<file path="config.mk">
export PLATFORM = sky130hd
export DESIGN_NAME = f1_lights_monitor
export DESIGN_NICKNAME = d
export VERILOG_FILES = /design/src/rtl/f1_lights_monitor.sv
export SDC_FILE = /design/constraint.sdc
export NUM_CORES = 1
export LEC_CHECK = 0
export ABC_AREA = 1
export BUFFER_PORTS_ARGS = -buffer_cell sky130_fd_sc_hd__buf_2
export CAP_MARGIN = 30
export CELL_PAD_IN_SITES_DETAIL_PLACEMENT = 0
export CELL_PAD_IN_SITES_GLOBAL_PLACEMENT = 1
export CORE_AREA = 2 2 101 93
export CTS_CLUSTER_DIAMETER = 100
export DETAILED_ROUTE_END_ITERATION = 6
export DIE_AREA = 0 0 103 95
export PLACE_DENSITY_LB_ADDON = 0.1
export SLEW_MARGIN = 10
export SYNTH_ARGS = -nofsm -noshare
export SYNTH_HDL_FRONTEND = slang
export SYNTH_SLANG_ARGS = --single-unit
</file>
<file path="constraint.sdc">
create_clock -name clk -period 3 [get_ports clk]
set_input_delay 0.6 -clock clk [delete_from_list [all_inputs] [get_ports clk]]
set_output_delay 0.6 -clock clk [all_outputs]
set_load 0.02 [all_outputs]
</file>
<file path="src/rtl/f1_lights_monitor.sv">
// Start-light monitor: follows the thermometer-coded light bus and times the driver's reaction after lights-out.
// It also flags jump starts, missed launches and malformed light sequences.
module f1_lights_monitor #(
  parameter int CNT_W = 16
) (
  input  logic             clk,
  input  logic             rst_n,
  input  logic             tick,
  input  logic [7:0]       lights,
  input  logic             trigger,
  output logic [3:0]       lit_cnt,
  output logic [CNT_W-1:0] react_time,
  output logic             time_valid,
  output logic             jump_start,
  output logic             miss,
  output logic             fault
);

  typedef enum logic [2:0] {
    ST_IDLE,
    ST_ARMING,
    ST_FULL,
    ST_RUN,
    ST_DONE,
    ST_JUMP,
    ST_MISS,
    ST_FAULT
  } state_t;

  localparam logic [CNT_W-1:0] CNT_MAX = '1;
  localparam logic [CNT_W-1:0] CNT_ONE = {{(CNT_W-1){1'b0}}, 1'b1};

  state_t           state, state_nxt;
  logic [7:0]       prev;
  logic [CNT_W-1:0] counter, counter_nxt;
  logic [CNT_W-1:0] react_nxt;
  logic [3:0]       lit_nxt;
  logic             tv_nxt, js_nxt, miss_nxt, fault_nxt;
  logic             zero_seen, zero_nxt;
  logic             lights_therm, step_ok;
  logic [CNT_W-1:0] cnt_inc, cnt_ticked;

  function automatic logic is_therm(input logic [7:0] v);
    return (v & (v + 8'd1)) == 8'd0;
  endfunction

  function automatic logic [3:0] popcnt(input logic [7:0] v);
    logic [3:0] n;
    n = 4'd0;
    for (int i = 0; i < 8; i++) n = n + {3'b000, v[i]};
    return n;
  endfunction

  // A legal step either holds the pattern or lights exactly one more lamp.
  assign lights_therm = is_therm(lights);
  assign step_ok      = lights_therm && ((lights == prev) || (lights == {prev[6:0], 1'b1}));
  assign cnt_inc      = (counter == CNT_MAX) ? counter : counter + CNT_ONE;
  assign cnt_ticked   = tick ? cnt_inc : counter;

  always_comb begin
    state_nxt   = state;
    counter_nxt = counter;
    react_nxt   = react_time;
    tv_nxt      = time_valid;
    js_nxt      = jump_start;
    miss_nxt    = miss;
    fault_nxt   = fault;
    zero_nxt    = 1'b0;
    lit_nxt     = lights_therm ? popcnt(lights) : 4'hF;

    case (state)
      ST_IDLE: begin
        if (lights == 8'h01) begin
          state_nxt = ST_ARMING;
        end else if (lights != 8'h00) begin
          state_nxt = ST_FAULT;
          fault_nxt = 1'b1;
        end
      end

      ST_ARMING: begin
        if (trigger) begin
          state_nxt = ST_JUMP;
          js_nxt    = 1'b1;
        end else if (!step_ok || lights == 8'h00) begin
          state_nxt = ST_FAULT;
          fault_nxt = 1'b1;
        end else if (lights == 8'hFF) begin
          state_nxt = ST_FULL;
        end
      end

      ST_FULL: begin
        if (trigger) begin
          state_nxt = ST_JUMP;
          js_nxt    = 1'b1;
        end else if (lights == 8'h00) begin
          state_nxt   = ST_RUN;
          counter_nxt = '0;
        end else if (lights != 8'hFF) begin
          state_nxt = ST_FAULT;
          fault_nxt = 1'b1;
        end
      end

      // The tick landing in the trigger cycle still counts toward the result.
      ST_RUN: begin
        counter_nxt = cnt_ticked;
        if (trigger) begin
          state_nxt = ST_DONE;
          react_nxt = cnt_ticked;
          tv_nxt    = 1'b1;
        end else if (lights == 8'h01) begin
          state_nxt = ST_MISS;
          miss_nxt  = 1'b1;
        end else if (lights != 8'h00) begin
          state_nxt = ST_FAULT;
          fault_nxt = 1'b1;
        end
      end

      ST_DONE, ST_JUMP, ST_MISS: begin
        if (lights == 8'h01) begin
          state_nxt = ST_ARMING;
          tv_nxt    = 1'b0;
          js_nxt    = 1'b0;
          miss_nxt  = 1'b0;
        end
      end

      // Leaving needs two back-to-back 0x00 samples taken while in this state.
      ST_FAULT: begin
        if (lights == 8'h00) begin
          if (zero_seen) begin
            state_nxt = ST_IDLE;
            fault_nxt = 1'b0;
          end else begin
            zero_nxt = 1'b1;
          end
        end
      end

      default: begin
        state_nxt = ST_IDLE;
      end
    endcase
  end

  always_ff @(posedge clk) begin
    if (!rst_n) begin
      state      <= ST_IDLE;
      prev       <= 8'h00;
      counter    <= '0;
      lit_cnt    <= 4'd0;
      react_time <= '0;
      time_valid <= 1'b0;
      jump_start <= 1'b0;
      miss       <= 1'b0;
      fault      <= 1'b0;
      zero_seen  <= 1'b0;
    end else begin
      state      <= state_nxt;
      prev       <= lights;
      counter    <= counter_nxt;
      lit_cnt    <= lit_nxt;
      react_time <= react_nxt;
      time_valid <= tv_nxt;
      jump_start <= js_nxt;
      miss       <= miss_nxt;
      fault      <= fault_nxt;
      zero_seen  <= zero_nxt;
    end
  end

endmodule

</file>
# Yosys cells after proc, flatten, opt, wreduce, memory -nomap -nowiden
# Index checks and enable logic that the tools add are counted.
totals:
  wordCells: 109
  input_bits: 12
  out_inout_bits: 24
  regBits: 52
classes:
  n_reduce_logical: 22
  muxes: 39
  n_addsub: 9
  bitwise_logic: 1
  eq_ne: 28
ops:
  columns: ["op", "count"]
  rows:
  - ["2-to-1 mux 16 bit", 4]
  - ["2-to-1 mux 3 bit", 13]
  - ["case mux 16 bit (2 select lines)", 1]
  - ["inequality test 2 bit, second input constant", 12]
  - ["case mux 3 bit (6 select lines)", 1]
  - ["adder 16 x 1 -> 16 bit, second input constant", 1]
  - ["adder 4 x 1 -> 4 bit", 4]
  - ["== test 16 bit, second input constant", 1]
  - ["== test 8 bit", 2]
  - ["zero test 8 bit", 2]
  - ["2-to-1 mux 1 bit", 15]
  - ["== test 3 bit, second input constant", 4]
  - ["AND reduction 3 bit", 4]
  - ["AND reduction 9 bit", 1]
  - ["adder 8 x 1 -> 8 bit, second input constant", 1]
  - ["bitwise AND 8 bit", 1]
  - ["== test 8 x 1 -> 1 bit, second input constant", 1]
  - ["== test 8 bit, second input constant", 1]
  - ["inequality test 4 bit, second input constant", 2]
  - ["inequality test 8 bit, second input constant", 1]
  - ["nonzero test 8 bit", 1]
  - ["== test 3 x 2 -> 1 bit, second input constant", 2]
  - ["case mux 1 bit (2 select lines)", 3]
  - ["nonzero test 2 bit", 3]
  - ["17 further kinds", 18]

# Depth between registers and ports, before layout
# Gate-level depths: netlist of run 1.
depth:
  ltp_word: 9
  mapped_depth: 13
  depth_no_buf: 12

# Worst setup path before layout of run 1
# Ideal clock, no wire load.
synth_path:
  path_kind: "in2reg"
  from: "input lights[0]"
  to: "register lit_cnt[2]"
  slack_ns: -0.139
  arrival_ns: 3.020
  stages: 12
  setup_ns: 0.119
  t_required_ns: 2.881
  path_buffers: 0
  cell_sequence: "fa_1 -> inv_1 -> fa_1 -> fa_1 -> inv_1 -> ha_1 -> inv_1 -> fa_1 -> nand2_1 -> inv_1 -> o31ai_1 -> inv_1"
synth_via:
  elab_chain_cells: 8
  word_cells_on_any_way: 11
  cone_classes: "8 x add/sub; 1 x mux; 1 x bitwise; 1 x reduce/logical"
synth_rtl:
  columns: ["element", "line_no", "text"]
  rows:
  - ["start: declaration", "9", "input logic [7:0] lights,"]
  - ["adder 1 x 1 -> 2 bit", "50", "for (int i = 0; i < 8; i++) n = n + {3'b000, v[i]};"]
  - ["adder 2 x 1 -> 3 bit", "50", null]
  - ["adder 3 x 1 -> 4 bit", "50", null]
  - ["adder 4 x 1 -> 4 bit (4 in series)", "50", null]
  - ["2-to-1 mux 4 bit *", "69", "lit_nxt = lights_therm ? popcnt(lights) : 4'hF;"]
  - ["end signal: assignment", "165", "lit_cnt <= lit_nxt;"]
  - ["end: declaration", "11", "output logic [3:0] lit_cnt,"]
# Mark *: on every way between the ends. The rest lies on a longest branch, timed or not.
# A chain may end at the register's enable or synchronous reset.

# Final worst setup path of run 1
layout_path:
  from: "input lights[3]"
  to: "register lit_cnt[1]"
layout_via:
  elab_chain_cells: 6
  word_cells_on_any_way: 9
  cone_classes: "6 x add/sub; 1 x mux; 1 x bitwise; 1 x reduce/logical"
layout_rtl:
  columns: ["element", "line_no"]
  rows:
  - ["adder 3 x 1 -> 4 bit", "50"]
  - ["adder 4 x 1 -> 4 bit (4 in series)", "50"]
  - ["2-to-1 mux 4 bit *", "69"]
# Marks and branches as above.

==> summary.txt, run 1 <==
Logic synthesis
  • Syn Area/Cell: approximately 7 um^2
  • Top-count cell post-synth: nand2_1
  • Seq/Total Area, Yosys: 0.318
  • Unique masters post-synth: 42
  • Async set-reset flop share out of synthesis: 0
  • Area share of the largest cell type after synthesis: 0.318
  • Count of flip-flops with a built-in enable after synthesis: 0
  • Synth warn: 0
  • Area leader, netlist: dfxtp_1
  • Synth top cells by count: nand2_1, inv_1, dfxtp_1
  • Syn nets: 499
  • Synth Cell Area: 3270 um^2
  • #FFs+latches synth: 52
  • Gate Count Post-Synth: roughly 480
  • Main synth FF type: dfxtp_1
  • Largest cells by area after synthesis: dfxtp_1, nand2_1, inv_1, nand3_1, o21ai_0

Setup path
  • Worst Path Arrival: 3.23 ns
  • CP cell instances: buf_8, fa_1, inv_2, fa_1, fa_1, inv_2, ha_4, inv_2, fa_2, inv_2, o21ai_1, inv_1
  • Worst Path Buf+Inv: 6
  • Worst Reg-to-Reg Cells: 8
  • Worst Path Required: about 3.2 ns
  • R2R Path End: react_time[15]
  • CP top delay family: adder cells
  • Kind of start point of the critical path: input pin
  • Critical R2R Launch: state[1]
  • Reg2reg setup slack: between 1 and 1.5 ns
  • CP Max Fanout: 2
  • CP endpoint kind: flop
  • Crit path kind: input pin to flop
  • Max incr delay on CP: around 0.55 ns
  • CP max-delay cell: fa_1
  • Most used cell, CP: inv_2

CTS
  • Root Buffer: clkbuf_8
  • CTS clock-pin slew for the worst setup and hold paths: ~0.1 ns
  • CTS tree: done
  • CTS buffer count: 5
  • CTS max path bufs: 2
  • H-tree depth: 2
  • CTS Hold Buffers Added: 0
  • Sink Count: 52
  • Clock latency at the later pin of the worst-skew pair: 0.31 ns

Finish
  • Syn-to-layout area delta: 12.7%
  • Fillers: 964
  • Layout cells sized above 1: 0.191
  • Nets: 533
  • Post-route design area: 3680 um^2
  • Antenna cells: 0

Global routing
  • Largest net degree at the start of global routing: 34
  • Total track usage: 0.159
  • Vias in the first global route: 2,695
  • Grt total ovfl: 0
  • Initial antenna violation count: 0
  • First-pass GRT wire length: 12.4 mm

Min path
  • Worst Hold End: miss
  • Worst Hold Depth: 2
  • Hold WC Path Type: flop to flop
  • Min-delay src: miss

Timing
  • Fmax: between 300 and 400 MHz
  • Slew @ Worst Pin: 0.661 ns
  • Final hold vios: 0
  • WHS: slightly below 0.5 ns
  • Final period util: 1.01
  • Worst Skew: just under 0.01 ns
  • RSZ-0062 raised after global routing: true
  • Setup TNS: -0.0340 ns
  • Setup violators final: 2
  • Slew Viols, Final: 0
  • Worst setup margin: -0.0286 ns
  • Slew margin rel.: 0.557
  • Final min period: 3.03 ns

Die
  • Height of the die: 95 um
  • Starting Density: 0.370
  • Core area: 8840 um^2
  • Chip Width: 103 um
  • Row cnt: 33
  • Ports: 36
  • Die area: 9790 um^2

Power and ir drop
  • Leakage Power: 1.82 nW
  • Logic pwr share: 0.349
  • Maximum vdd drop: 0.000236 V
  • Share of power burned in registers: 0.437
  • Sw Ratio: 0.391
  • Clock power share: 0.215
  • Cell Int Power: 1.15 mW
  • P_sw: roughly 0.74 mW
  • PwrDens: 515 nW/um^2

Detailed routing
  • ANT nets after route: 0
  • WL per Instance: between 10 and 15 um
  • DRC viols: 0
  • Via/cell ratio: 4.64
  • Pre-Repair DR Iteration Count: 4
  • DRT iter0 DRCs: 67
  • Vias: 2,925
  • Drt total wl: 7.38 mm

Placed design
  • Placement Cell Area: 3570 um^2
  • Detailed placement HPWL: 5.36 mm
  • Routability Congestion: 0.845
  • I/O Buffers: 35

Outcome
  • Failing checks: setup timing
  • Status: finished, violations left

Flow run
  • Max Cap Viol: 0
## worst reg2reg max path, stage by stage (launching register included)
cell and delay, ns:
dfxtp_1 0.40, nand2_1 0.14, nor2_4 0.43, inv_2 0.14, nor2_2 0.10, buf_4 0.28
inv_2 0.11, o21bai_1 0.15, inv_1 0.06
## power by group through the flow
| stage | Sequential (mW) | Combinational [mW] | Clock (mW) |
|---|---|---|---|
| floorplan | 0.885 | 0.444 | 0 |
| global placement | 0.843 | 0.654 | 0 |
| detailed placement | 0.844 | 0.650 | 0 |
| CTS | 0.829 | 0.652 | 0.424 |
| global route | 0.838 | 0.751 | 0.457 |
| finish | 0.828 | 0.661 | 0.407 |
## worst max path at each step
stage	start	endpoint	slack [ns]	cells past startpoint
2_1_floorplan	lights[0]	lit_cnt[1]	-0.09	11
3_3_place_gp	lights[0]	lit_cnt[1]	-0.28	12
3_5_place_dp	lights[0]	lit_cnt[2]	-0.33	13
4_1_cts	lights[0]	lit_cnt[2]	-0.003	13
5_1_grt	lights[3]	lit_cnt[2]	-0.1	13
6_report	lights[3]	lit_cnt[1]	-0.03	12
## kinds of logic (layout without fill, tap and decap cells)
group | after synthesis | count (layout) | synth area share
DFF | 52 | 52 | 0.318
AOI/OAI and AO/OA | 74 | 74 | 0.127
buffers and inverters | 88 | 122 | 0.111
xor gates and xnor gates | 22 | 22 | 0.0612
and+or+nand+nor | 227 | 227 | 0.328
adders and majority gates | 12 | 12 | 0.0551
## per-layer routing
layer	wire [um]	share of wire	up-vias	track usage
met1	3580	0.48	1336	0.202
met5	0	0	-	0
li1	-	-	1557	-
met4	47	0.0064	0	0.0274
met3	124	0.017	4	0.0289
met2	3630	0.49	28	0.283
## cells in the final DEF, fill, tap and decap left out, types with 4 or more instances in the layout
master | Yosys | final
o21bai_1 | 4 | 4
clkbuf_8 | 0 | 5
nor2_2 | 4 | 5
xnor2_1 | 11 | 11
buf_4 | 2 | 9
xor2_1 | 10 | 10
nor2_1 | 38 | 37
o21ai_0 | 31 | 30
a31oi_1 | 4 | 4
a21oi_1 | 27 | 27
buf_2 | 6 | 34
nand2_1 | 123 | 123
inv_1 | 59 | 55
dfxtp_1 | 52 | 52
inv_2 | 11 | 15
nor3_1 | 5 | 5
nand3_1 | 34 | 34
ha_1 | 8 | 7
nor2_4 | 4 | 4
## layout make-up
cell class / count / area (um^2) / share of cell area
Clock buffer: 5 / 68.8 / 0.0187
Clock inverter: 2 / 12.5 / 0.00340
Inverter: 71 / 267 / 0.0724
Multi-Input combinational cell: 335 / 1890 / 0.513
Sequential cell: 52 / 1040 / 0.283
Tap cell: 122 / 153 / 0.0414
Timing Repair Buffer: 44 / 253 / 0.0686
## timing repair
item / 4_1_cts / 5_1_grt
setup buffers: 0 / 1
resized for setup: 0 / 10
endpoints found under the setup margin: 1 / 2
pin swaps: 0 / 7
## through the flow
step / instances / total power, mW / utilization / setup slack (ns)
final: 631 / 1.90 / 0.417 / -0.0286
after global routing: 631 / 2.05 / 0.417 / -0.0951
after CTS: 630 / 1.90 / 0.413 / -0.00346
after detailed placement: 623 / 1.49 / 0.404 / -0.326
after global placement: 623 / 1.50 / 0.404 / -0.275
after floorplan: 475 / 1.33 / - / -0.0910
## registers in the layout, indices dropped and copies added, names as in the netlist, 3 cells and up
| name | flops |
|---|---|
| state | 3 |
| react_time | 16 |
| counter | 16 |
| prev | 8 |
| lit_cnt | 4 |
Note: power is estimated with default switching activity, not from simulation.
==> run 2: changes to the inputs <==
--- a/config.mk
+++ b/config.mk
@@ -10,11 +10,14 @@
 export CAP_MARGIN = 30
 export CELL_PAD_IN_SITES_DETAIL_PLACEMENT = 0
 export CELL_PAD_IN_SITES_GLOBAL_PLACEMENT = 1
-export CORE_AREA = 2 2 101 93
+export CORE_AREA = 2 2 100 92
+export CTS_BUF_LIST = sky130_fd_sc_hd__clkbuf_4
 export CTS_CLUSTER_DIAMETER = 100
 export DETAILED_ROUTE_END_ITERATION = 6
-export DIE_AREA = 0 0 103 95
+export DIE_AREA = 0 0 102 94
 export PLACE_DENSITY_LB_ADDON = 0.1
+export RECOVER_POWER = 50
+export SKIP_CTS_REPAIR_TIMING = 1
 export SLEW_MARGIN = 10
 export SYNTH_ARGS = -nofsm -noshare
 export SYNTH_HDL_FRONTEND = slang
==> run 2 against run 1 <==
Effect of this change: the run now ends clean; cell count shrank 0.48%; global-route usage grew 0.35 points; sequential cell count is the same; via count shrank 0.92%; power shrank 4.7%; non-clock buffer count shrank 1; fmax grew 3.7%; clock-buffer cell count grew 2; critical path type unchanged.
==> summary.txt, run 2 (synthesis gave the netlist of run 1 again) <==
Outcome
  • Status: finished, final reports clean

Detailed routing
  • Vias: 2,898
  • Via/cell ratio: approximately 4.6
  • ANT nets after route: 0
  • DRT iter0 DRCs: 93
  • Pre-Repair DR Iteration Count: 5
  • Drt total wl: 7.56 mm
  • DRC viols: 0
  • WL per Instance: 12.0 um

Finish
  • Nets: around 530
  • Most common cell after layout, fill and taps aside: nand2_1
  • Antenna cells: 0
  • Fillers: 967
  • Syn-to-layout area delta: 9.99%
  • Count of non-filler cells in the finished layout: 628
  • Most frequent cells in the layout: nand2_1, inv_1, dfxtp_1
  • Layout cells sized above 1: 0.136
  • Largest registers: counter x16, react_time x16, prev x8
  • Post-route design area: ~3600 um^2

Global routing
  • Total track usage: 0.163
  • Grt total ovfl: 0
  • Vias in the first global route: between 2,000 and 3,000
  • First-pass GRT wire length: 12.4 mm
  • Largest net degree at the start of global routing: 34
  • Initial antenna violation count: 0

Setup path
  • CP max-delay cell: fa_1
  • Most used cell, CP: inv_2
  • CP Max Fanout: 2
  • Worst Path Arrival: 3.20 ns
  • Reg2reg setup slack: 0.42 ns
  • CP top delay family: adder cells
  • CP cell instances: buf_6, fa_1, inv_2, fa_1, fa_1, inv_2, ha_4, inv_2, fa_2, inv_2, o21ai_2, inv_1
  • Crit path kind: input pin to flop
  • Max incr delay on CP: 0.55 ns
  • Worst Reg-to-Reg Cells: 8
  • R2R Path End: react_time[15]
  • Worst Path Buf+Inv: 6
  • Worst Path Required: 3.28 ns
  • Crit. Startpoint: lights[3]
  • CP endpoint kind: flop
  • Critical R2R Launch: state[1]
  • Kind of start point of the critical path: input pin

Timing
  • Fmax: 342 MHz
  • Slew margin rel.: 0.0519
  • Final hold vios: 0
  • Worst Skew: between 0.01 and 0.015 ns
  • Slew @ Worst Pin: between 1 and 1.5 ns
  • Slew Viols, Final: 0
  • Setup violators final: 0
  • Final period util: 0.973
  • Final min period: between 2 and 3 ns
  • Setup TNS: 0 ns

CTS
  • Root Buffer: clkbuf_4
  • H-tree depth: 2
  • CTS max path bufs: 2
  • CTS tree: done
  • CTS clock-pin slew for the worst setup and hold paths: 0.15 ns
  • CTS buffer count: 5
  • Sink Count: 52
  • Clock latency at the later pin of the worst-skew pair: 0.37 ns

Power and ir drop
  • Leakage Power: 1.71 nW
  • Maximum vdd drop: 0.000307 V
  • PwrDens: a little over 500 nW/um^2

Flow run
  • Max Cap Viol: 0

Die
  • Row cnt: 32
  • Height of the die: 94 um
  • Starting Density: 0.385
  • Chip Width: 102 um
  • Ports: 36
  • Die area: 9590 um^2
  • Core area: around 8500 um^2

Min path
  • Min-delay src: lights[5]
  • Worst Hold End: prev[5]
  • Worst Hold Depth: 3
  • Hold WC Path Type: input pin to flop

Placed design
  • I/O Buffers: 35
  • Routability Congestion: 0.812
  • Placed cells: 620
  • Detailed placement HPWL: 5.62 mm
  • Placement Cell Area: approximately 3600 um^2
## run 2: cell count changes in the layout (fill, tap and decap cells not counted), moves of 2 or more
cell	before	now
nor2_1	37	40
buf_2	34	9
clkbuf_8	5	0
clkbuf_4	0	7
nor2_2	5	3
clkbuf_1	0	25
o21ai_2	1	3
## run 2: per-stage QoR
| step | util | setup WS, ns | power [mW] | hold WS (ns) |
|---|---|---|---|---|
| floorplan | - | -0.0910 | 1.33 | 0.457 |
| global placement | 0.420 | -0.298 | 1.49 | 0.469 |
| detailed placement | 0.420 | -0.357 | 1.50 | 0.471 |
| CTS | 0.426 | 0.0696 | 1.84 | 0.457 |
| global route | 0.424 | -0.0199 | 1.95 | 0.460 |
| finish | 0.424 | 0.0800 | 1.81 | 0.484 |
## run 2: worst reg2reg max path, cell delays in order (launching register included)
cell,delay (ns)
dfxtp_1,0.42
nand2_1,0.11
nor2_1,1.06
inv_2,0.18
nor2_1,0.15
buf_4,0.28
o21ai_0,0.12
o21bai_1,0.17
inv_1,0.05
## run 2: worst max path at each step
stage          slack [ns]  cells after the start         end
2_1_floorplan       -0.09                     11  lit_cnt[1]
3_3_place_gp        -0.30                     13  lit_cnt[2]
3_5_place_dp        -0.36                     12  lit_cnt[1]
4_1_cts              0.07                     12  lit_cnt[1]
5_1_grt             -0.02                     13  lit_cnt[2]
6_report             0.08                     12  lit_cnt[1]
## run 2: power by group
part	total [mW]	switching, mW	internal [mW]
Combinational	0.648	0.433	0.214
Clock	0.335	0.226	0.109
Sequential	0.825	0.0582	0.767
Total	1.81	0.717	1.09
## run 2: cell type report
cell class                 count  area (um^2)  area share
sequential                    52         1040       0.289
multi-input combinational    335         1870       0.521
tap                          119          149      0.0414
clock buffer                   7         52.6      0.0146
timing repair buffer          43          210      0.0585
clock inverter                 1         3.75     0.00104
inverter                      71          267      0.0741
## run 2: metal layers
layer	part of all wire	GRT usage
met1	0.56	0.236
met2	0.41	0.254
met5	0	0
met3	0.030	0.0275
met4	0.0044	0.0300
